<file path="src/rtl/mips_dmem_io_pkg.sv">
// Address map and shared types for the data-memory / memory-mapped IO unit.
package mips_dmem_io_pkg;

    localparam logic [7:0] IO_BASE      = 8'hF0;
    localparam logic [7:0] IO_GPIO_OUT  = 8'hF0;
    localparam logic [7:0] IO_GPIO_IN   = 8'hF1;
    localparam logic [7:0] IO_FIFO_DATA = 8'hF2;
    localparam logic [7:0] IO_FIFO_STAT = 8'hF3;
    localparam logic [7:0] IO_CYCLE_LO  = 8'hF4;
    localparam logic [7:0] IO_CYCLE_HI  = 8'hF5;
    localparam logic [7:0] IO_DROP      = 8'hF6;

    typedef struct packed {
        logic       vld;
        logic       we;
        logic [7:0] addr;
        logic [7:0] wdat;
    } dmem_req_t;

    function automatic logic [7:0] fifo_stat(input logic empty, input logic full,
                                             input logic [2:0] cnt);
        return {3'b000, empty, full, cnt};
    endfunction

endpackage

</file>
<file path="src/rtl/mips_dmem_io_byte_fifo.sv">
// Byte FIFO with push/pop/flush and occupancy flags; head is shown combinationally.
// Latency: a pushed byte is visible at head the cycle after the push edge.
// Backpressure: a push while full is refused (push_drop) unless a pop frees a slot the same cycle.
module byte_fifo #(
    parameter int DEPTH = 4
) (
    input  logic                     clk,
    input  logic                     rst,
    input  logic                     push,
    input  logic [7:0]               push_dat,
    input  logic                     pop,
    input  logic                     flush,
    output logic [7:0]               head,
    output logic [$clog2(DEPTH):0]   cnt,
    output logic                     full,
    output logic                     empty,
    output logic                     push_drop
);

    localparam int PTR_W = $clog2(DEPTH);

    logic [7:0]       mem [DEPTH];
    logic [PTR_W-1:0] rd_ptr;
    logic [PTR_W-1:0] wr_ptr;
    logic             do_pop;
    logic             do_push;

    assign empty     = (cnt == '0);
    assign full      = (cnt == (PTR_W+1)'(DEPTH));
    assign do_pop    = pop && !empty;
    assign do_push   = push && (!full || do_pop);
    assign push_drop = push && full && !do_pop;
    assign head      = empty ? 8'h00 : mem[rd_ptr];

    // Flush wins over a same-cycle pop; pointers wrap naturally since DEPTH is a power of 2.
    always_ff @(posedge clk) begin
        if (!rst || flush) begin
            rd_ptr <= '0;
            wr_ptr <= '0;
            cnt    <= '0;
        end else begin
            if (do_push) wr_ptr <= wr_ptr + 1'b1;
            if (do_pop)  rd_ptr <= rd_ptr + 1'b1;
            case ({do_push, do_pop})
                2'b10:   cnt <= cnt + 1'b1;
                2'b01:   cnt <= cnt - 1'b1;
                default: cnt <= cnt;
            endcase
        end
    end

    always_ff @(posedge clk) begin
        if (do_push) mem[wr_ptr] <= push_dat;
    end

endmodule

</file>
<file path="src/rtl/mips_dmem_io.sv">
// Data RAM plus memory-mapped GPIO, cycle counter and output byte FIFO behind the MA stage.
// Latency: stores commit at the request edge; load data lands on mem_r one cycle later (WB).
// Backpressure: none toward the core; out_valid/out_ready drains the FIFO, overflow pushes are counted.
module mips_dmem_io
    import mips_dmem_io_pkg::*;
#(
    parameter logic [7:0] RAM_TOP    = 8'hEF,
    parameter int         FIFO_DEPTH = 4,
    parameter int         CNT_W      = 16
) (
    input  logic       clk,
    input  logic       rst,
    input  logic       breq,
    input  logic [7:0] mem_rw_addr,
    input  logic [7:0] mem_w,
    input  logic       mem_w_en,
    output logic [7:0] mem_r,
    output logic [7:0] out_data,
    output logic       out_valid,
    input  logic       out_ready,
    input  logic [7:0] gpio_in,
    output logic [7:0] gpio_out
);

    localparam int RAM_WORDS = int'(RAM_TOP) + 1;

    dmem_req_t  req;
    logic       load;
    logic       store;
    logic       is_ram;
    logic [7:0] ram [RAM_WORDS];
    logic [7:0] ram_rd;
    logic [7:0] io_rd;

    logic [CNT_W-1:0] cyc;
    logic [7:0]       cyc_hi;
    logic [7:0]       gpio_smp;
    logic [7:0]       drop_cnt;

    logic                          fifo_push;
    logic                          fifo_flush;
    logic                          fifo_full;
    logic                          fifo_empty;
    logic                          fifo_drop;
    logic [$clog2(FIFO_DEPTH):0]   fifo_cnt;

    assign req    = '{vld: breq, we: mem_w_en, addr: mem_rw_addr, wdat: mem_w};
    assign load   = req.vld && !req.we;
    assign store  = req.vld && req.we;
    assign is_ram = (req.addr <= RAM_TOP);

    assign fifo_push  = store && !is_ram && (req.addr == IO_FIFO_DATA);
    assign fifo_flush = store && !is_ram && (req.addr == IO_FIFO_STAT);

    byte_fifo #(.DEPTH(FIFO_DEPTH)) u_fifo (
        .clk       (clk),
        .rst       (rst),
        .push      (fifo_push),
        .push_dat  (req.wdat),
        .pop       (out_ready),
        .flush     (fifo_flush),
        .head      (out_data),
        .cnt       (fifo_cnt),
        .full      (fifo_full),
        .empty     (fifo_empty),
        .push_drop (fifo_drop)
    );

    assign out_valid = !fifo_empty;

    // RAM is not cleared by reset, but stores presented during reset are discarded.
    always_ff @(posedge clk) begin
        if (rst && store && is_ram) ram[req.addr] <= req.wdat;
    end

    assign ram_rd = ram[req.addr];

    always_comb begin
        io_rd = 8'h00;
        case (req.addr)
            IO_GPIO_OUT:  io_rd = gpio_out;
            IO_GPIO_IN:   io_rd = gpio_smp;
            IO_FIFO_STAT: io_rd = fifo_stat(fifo_empty, fifo_full, 3'(fifo_cnt));
            IO_CYCLE_LO:  io_rd = cyc[7:0];
            IO_CYCLE_HI:  io_rd = cyc_hi;
            IO_DROP:      io_rd = drop_cnt;
            default:      io_rd = 8'h00;
        endcase
    end

    always_ff @(posedge clk) begin
        if (!rst) begin
            mem_r    <= 8'h00;
            gpio_out <= 8'h00;
            cyc      <= '0;
            cyc_hi   <= 8'h00;
            gpio_smp <= 8'h00;
            drop_cnt <= 8'h00;
        end else begin
            cyc      <= cyc + 1'b1;
            gpio_smp <= gpio_in;
            if (load) begin
                mem_r <= is_ram ? ram_rd : io_rd;
                // Reading LO freezes HI so software gets a coherent 16-bit pair.
                if (!is_ram && req.addr == IO_CYCLE_LO) cyc_hi <= cyc[CNT_W-1 -: 8];
            end
            if (store && !is_ram && req.addr == IO_GPIO_OUT) gpio_out <= req.wdat;
            if (fifo_flush)
                drop_cnt <= 8'h00;
            else if (fifo_drop && drop_cnt != 8'hFF)
                drop_cnt <= drop_cnt + 1'b1;
        end
    end

endmodule

</file>
<file path="config.mk">
export PLATFORM = sky130hd
export DESIGN_NAME = mips_dmem_io
export DESIGN_NICKNAME = d
export VERILOG_FILES = /design/src/rtl/mips_dmem_io_pkg.sv /design/src/rtl/mips_dmem_io_byte_fifo.sv /design/src/rtl/mips_dmem_io.sv
export SDC_FILE = /design/constraint.sdc
export NUM_CORES = 2
export LEC_CHECK = 0
export BUFFER_PORTS_ARGS = -buffer_cell sky130_fd_sc_hd__buf_2
export CORE_ASPECT_RATIO = 0.9
export CORE_MARGIN = 3
export CORE_UTILIZATION = 57
export CTS_CLUSTER_DIAMETER = 60
export DETAILED_ROUTE_END_ITERATION = 12
export GPL_TIMING_DRIVEN = 0
export HOLD_SLACK_MARGIN = 0.05
export PLACE_DENSITY = 0.76
export SYNTH_ARGS = -nofsm -noshare
export SYNTH_HDL_FRONTEND = slang
export SYNTH_SLANG_ARGS = --single-unit
</file>
<file path="constraint.sdc">
create_clock -name clk -period 2.85 [get_ports clk]
set_input_delay 0.285 -clock clk [delete_from_list [all_inputs] [get_ports clk]]
set_output_delay 0.285 -clock clk [all_outputs]
set_load 0.03 [all_outputs]
</file>
==> summary.txt <==
Logic synthesis
  – Syn Inst Count: approximately 3,900
  – Largest cells by area after synthesis: edfxtp_1 74%, mux4_2 12%, mux2i_1 2.5%
  – Ys Warns: 0
  – Number of synthesized flops with an enable pin: ~2,000
  – Synth Area in XOR/XNOR: 0.00266
  – Yosys reg bits: roughly 2,000
  – Seq/Total Area, Yosys: 0.757
  – Main combinational cell family by area after synthesis: multiplexers
  – Netlist cell types: 78
  – Post-synth top flop: edfxtp_1
  – Syn Std Cell Area: between 70,000 and 80,000 um^2
  – Multiplexer share of the synthesized area: 0.156
  – Simple-gate area share of the yosys netlist: 0.0375
  – Share of the synthesized area in the top cell type: 0.741
  – Syn nets: just under 4,000
  – Synthesized area per cell: 20.3 um^2
  – Compound-cell area share of the yosys netlist: 0.0262
  – Async SR Flop Fraction: 0
  – Post-Synth Adder-Cell Area: 0.00136
  – Yosys top cell by area: edfxtp_1

Timing
  – Slew @ Worst Pin: approximately 1.3 ns
  – Tcrit/Tclk final: 1.12
  – Final hold violation count: 0
  – Pins Over Slew Limit: 0
  – Tmin final: around 3.2 ns
  – Worst Skew: around 0.042 ns
  – Setup violations, final: 871
  – Setup ws final: -0.355 ns
  – FMAX: just over 300 MHz
  – RSZ-0062 raised after global routing: true
  – Max_slew headroom: 0.112

Global routing
  – GR peak layer: met2
  – Initial antenna violation count: 16
  – Largest net degree at the start of global routing: approximately 170
  – GR Layer Usage met2: 0.495
  – Gr usage total: 0.367
  – Vias in the first global route: about 43,000
  – M3 GR Usage: 0.183
  – GR Overflow Total: 0
  – Grt met1 use: 0.482
  – First-pass GRT wire length: around 350,000 um

Setup path
  – Startpoint Class: input port
  – Crit path arrival time: 3.94 ns
  – Crit-path max FO: 10
  – CP Data Required Time: between 3 and 4 ns
  – Critical path type: in2reg
  – Endpoint class of the critical path: flip-flop

Finish
  – Post-route cell area: 90,100 um^2
  – Fillers: slightly below 9,000
  – Share of cells above drive strength 1: 0.285
  – Nets@finish: 4,236
  – Register area: between 50,000 and 60,000 um^2
  – Multi-input logic area: 19,100 um^2
  – Commonest cells after routing, fill and taps aside: 1,952 x edfxtp_1, 431 x mux4_2, 197 x mux2i_1, 193 x clkbuf_16, 127 x nor2_4
  – Most common cell after layout, fill and taps aside: edfxtp_1
  – Area grow syn2layout: 13.8%

Floorplan
  – Starting Density: 0.575
  – Core Box Area: about 140,000 um^2
  – Row count: 129
  – I/O pin count: 54
  – Die area: about 140,000 um^2
  – Die Ht: about 360 um
  – Die Wd: 399 um

Detailed routing
  – WL/cell: about 42 um
  – DR DRC count: 0
  – First drt pass iteration count: 10
  – Vias per cell: 7.32
  – DRT antenna net count: 0
  – Via count: between 40,000 and 50,000
  – Starting DRT DRC Count: ~9,300
  – Aggregate routed wire length: 262,000 um

Placed design
  – GP Congestion: about 1.1
  – Post-Place Setup Slack: -3.02 ns
  – Placed Area: approximately 80,000 um^2
  – PortBufs: 49
  – DP HPWL: approximately 160,000 um

Pwr
  – Sw power: about 14 mW
  – Seq pwr share: 0.533
  – Peak supply drop: around 800 uV
  – Comb power frac: 0.063
  – Pwr Density: about 680 nW/um^2
  – Clock Power Share: 0.404
  – Int Pwr: 47.0 mW
  – Net Sw Frac: 0.231
  – LEAKAGE: between 20 and 30 nW

Clocking
  – H-tree Lvls: 4
  – # clock sinks: 2,017
  – Cts bufs inserted: around 190
  – Clock transition at path regs: 0.06 ns
  – CTS max path bufs: 3
  – Worst-Skew Late Latency: approximately 0.86 ns
  – CTS tree: yes
  – Clk root buf: clkbuf_16

Min path
  – Min-delay worst type: in2reg

Status
  – Failing checks: setup timing
  – Status: complete, but fails checks

Flow run
  – Maximum Capacitance Violations: 0
## critical path, cell delays in order
cell and delay [ns]:
clkbuf_2 0.32, clkbuf_2 0.33, nor2_1 0.79, buf_2 0.72, a32oi_1 0.25, a21oi_1 0.46, nand2_1 0.12, nand4_1 0.47
a31oi_1 0.15
## area by class of cell
class                      instances  area share
multi-input combinational       1649       0.212
buffer                           227      0.0198
clock buffer                     249      0.0566
antenna                           11    0.000306
sequential                      2017       0.665
clock inverter                   106     0.00916
inverter                           8    0.000333
timing repair buffer             107      0.0114
tap                             1834      0.0255
## sequential cells by signal (all words and copies together) (netlist names), named ones only
signal / cells
drop_cnt: 8
u_fifo.wr_ptr: 2
gpio_smp: 8
ram: 1920
cyc_hi: 8
gpio_out: 8
u_fifo.mem: 32
u_fifo.rd_ptr: 2
mem_r: 8
u_fifo.cnt: 3
cyc: 16
## power by group through the flow
stage	combinational [mW]	sequential, mW	clock [mW]
2_1_floorplan	1.57	33.2	0
3_3_place_gp	3.36	33.3	0
3_5_place_dp	3.47	33.2	0
4_1_cts	3.58	32.5	24.5
5_1_grt	3.78	32.5	25.7
6_report	3.84	32.5	24.7
## path summary, 6_finish.rpt
kind / cells past startpoint / from / slack (ns) / end
worst max-delay path: 9 / mem_rw_addr[5] / -0.36 / mem_r[5]
worst min-delay path: 4 / rst / 0.11 / mem_r[1]
worst min register to register: 1 / cyc[0] / 0.49 / cyc[0]
worst max register to register: 7 / ram[38][3] / -0.16 / mem_r[3]
## synthesized netlist by cell type, drive strengths merged, types with 14 or more instances
cell type / n
xnor2: 15
nand3: 40
dfxtp: 65
buf: 149
o21ai: 39
and2: 42
a21oi: 49
a32oi: 15
a31oi: 14
nand4: 19
mux2: 38
o22ai: 25
nor2: 305
a22oi: 53
edfxtp: 1952
mux2i: 197
nand2: 130
mux4: 441
o221ai: 15
and3: 19
nor2b: 44
clkbuf: 81
## timing repair
action,in CTS,in global routing
setup endpoints to repair,1774,1308
endpoints found under the hold margin,720,0
pin swaps,22,5
setup buffers,25,2
hold buffers,20,0
resized for setup,400,120
## kinds of logic (layout without fill, tap and decap cells)
family                   count (synthesis)  count (layout)
AO/OA/AOI/OAI                          292             292
XOR/XNOR                                24              24
adder cells (fa/ha/maj)                  8               8
buffers and inverters                  238             697
flip-flops                            2017            2017
multiplexers                           676             676
other                                    0              11
AND/OR/NAND/NOR                        649             649
## metrics by stage
step	std cells	util	setup TNS, ns	total power, mW	hold WS (ns)
CTS	6195	0.651	-1.97	60.7	0.0504
detailed placement	5798	0.596	-3588.44	36.6	0.468
floorplan	3904	-	0	34.8	0.384
global route	6199	0.654	-16.92	62.0	0.108
global placement	5787	0.593	-6280.08	36.6	0.452
finish	6208	0.654	-84.67	61.1	0.106
## metal layers
| layer | share of wire | wire length (um) | vias to the layer above |
|---|---|---|---|
| met1 | 0.33 | 86100 | 23030 |
| met4 | 0.068 | 17700 | 15 |
| met2 | 0.42 | 109000 | 4770 |
| li1 | - | - | 16686 |
| met3 | 0.18 | 47900 | 949 |
| met5 | 0.0026 | 670 | - |
No activity file was read; power rests on OpenSTA's default activity.
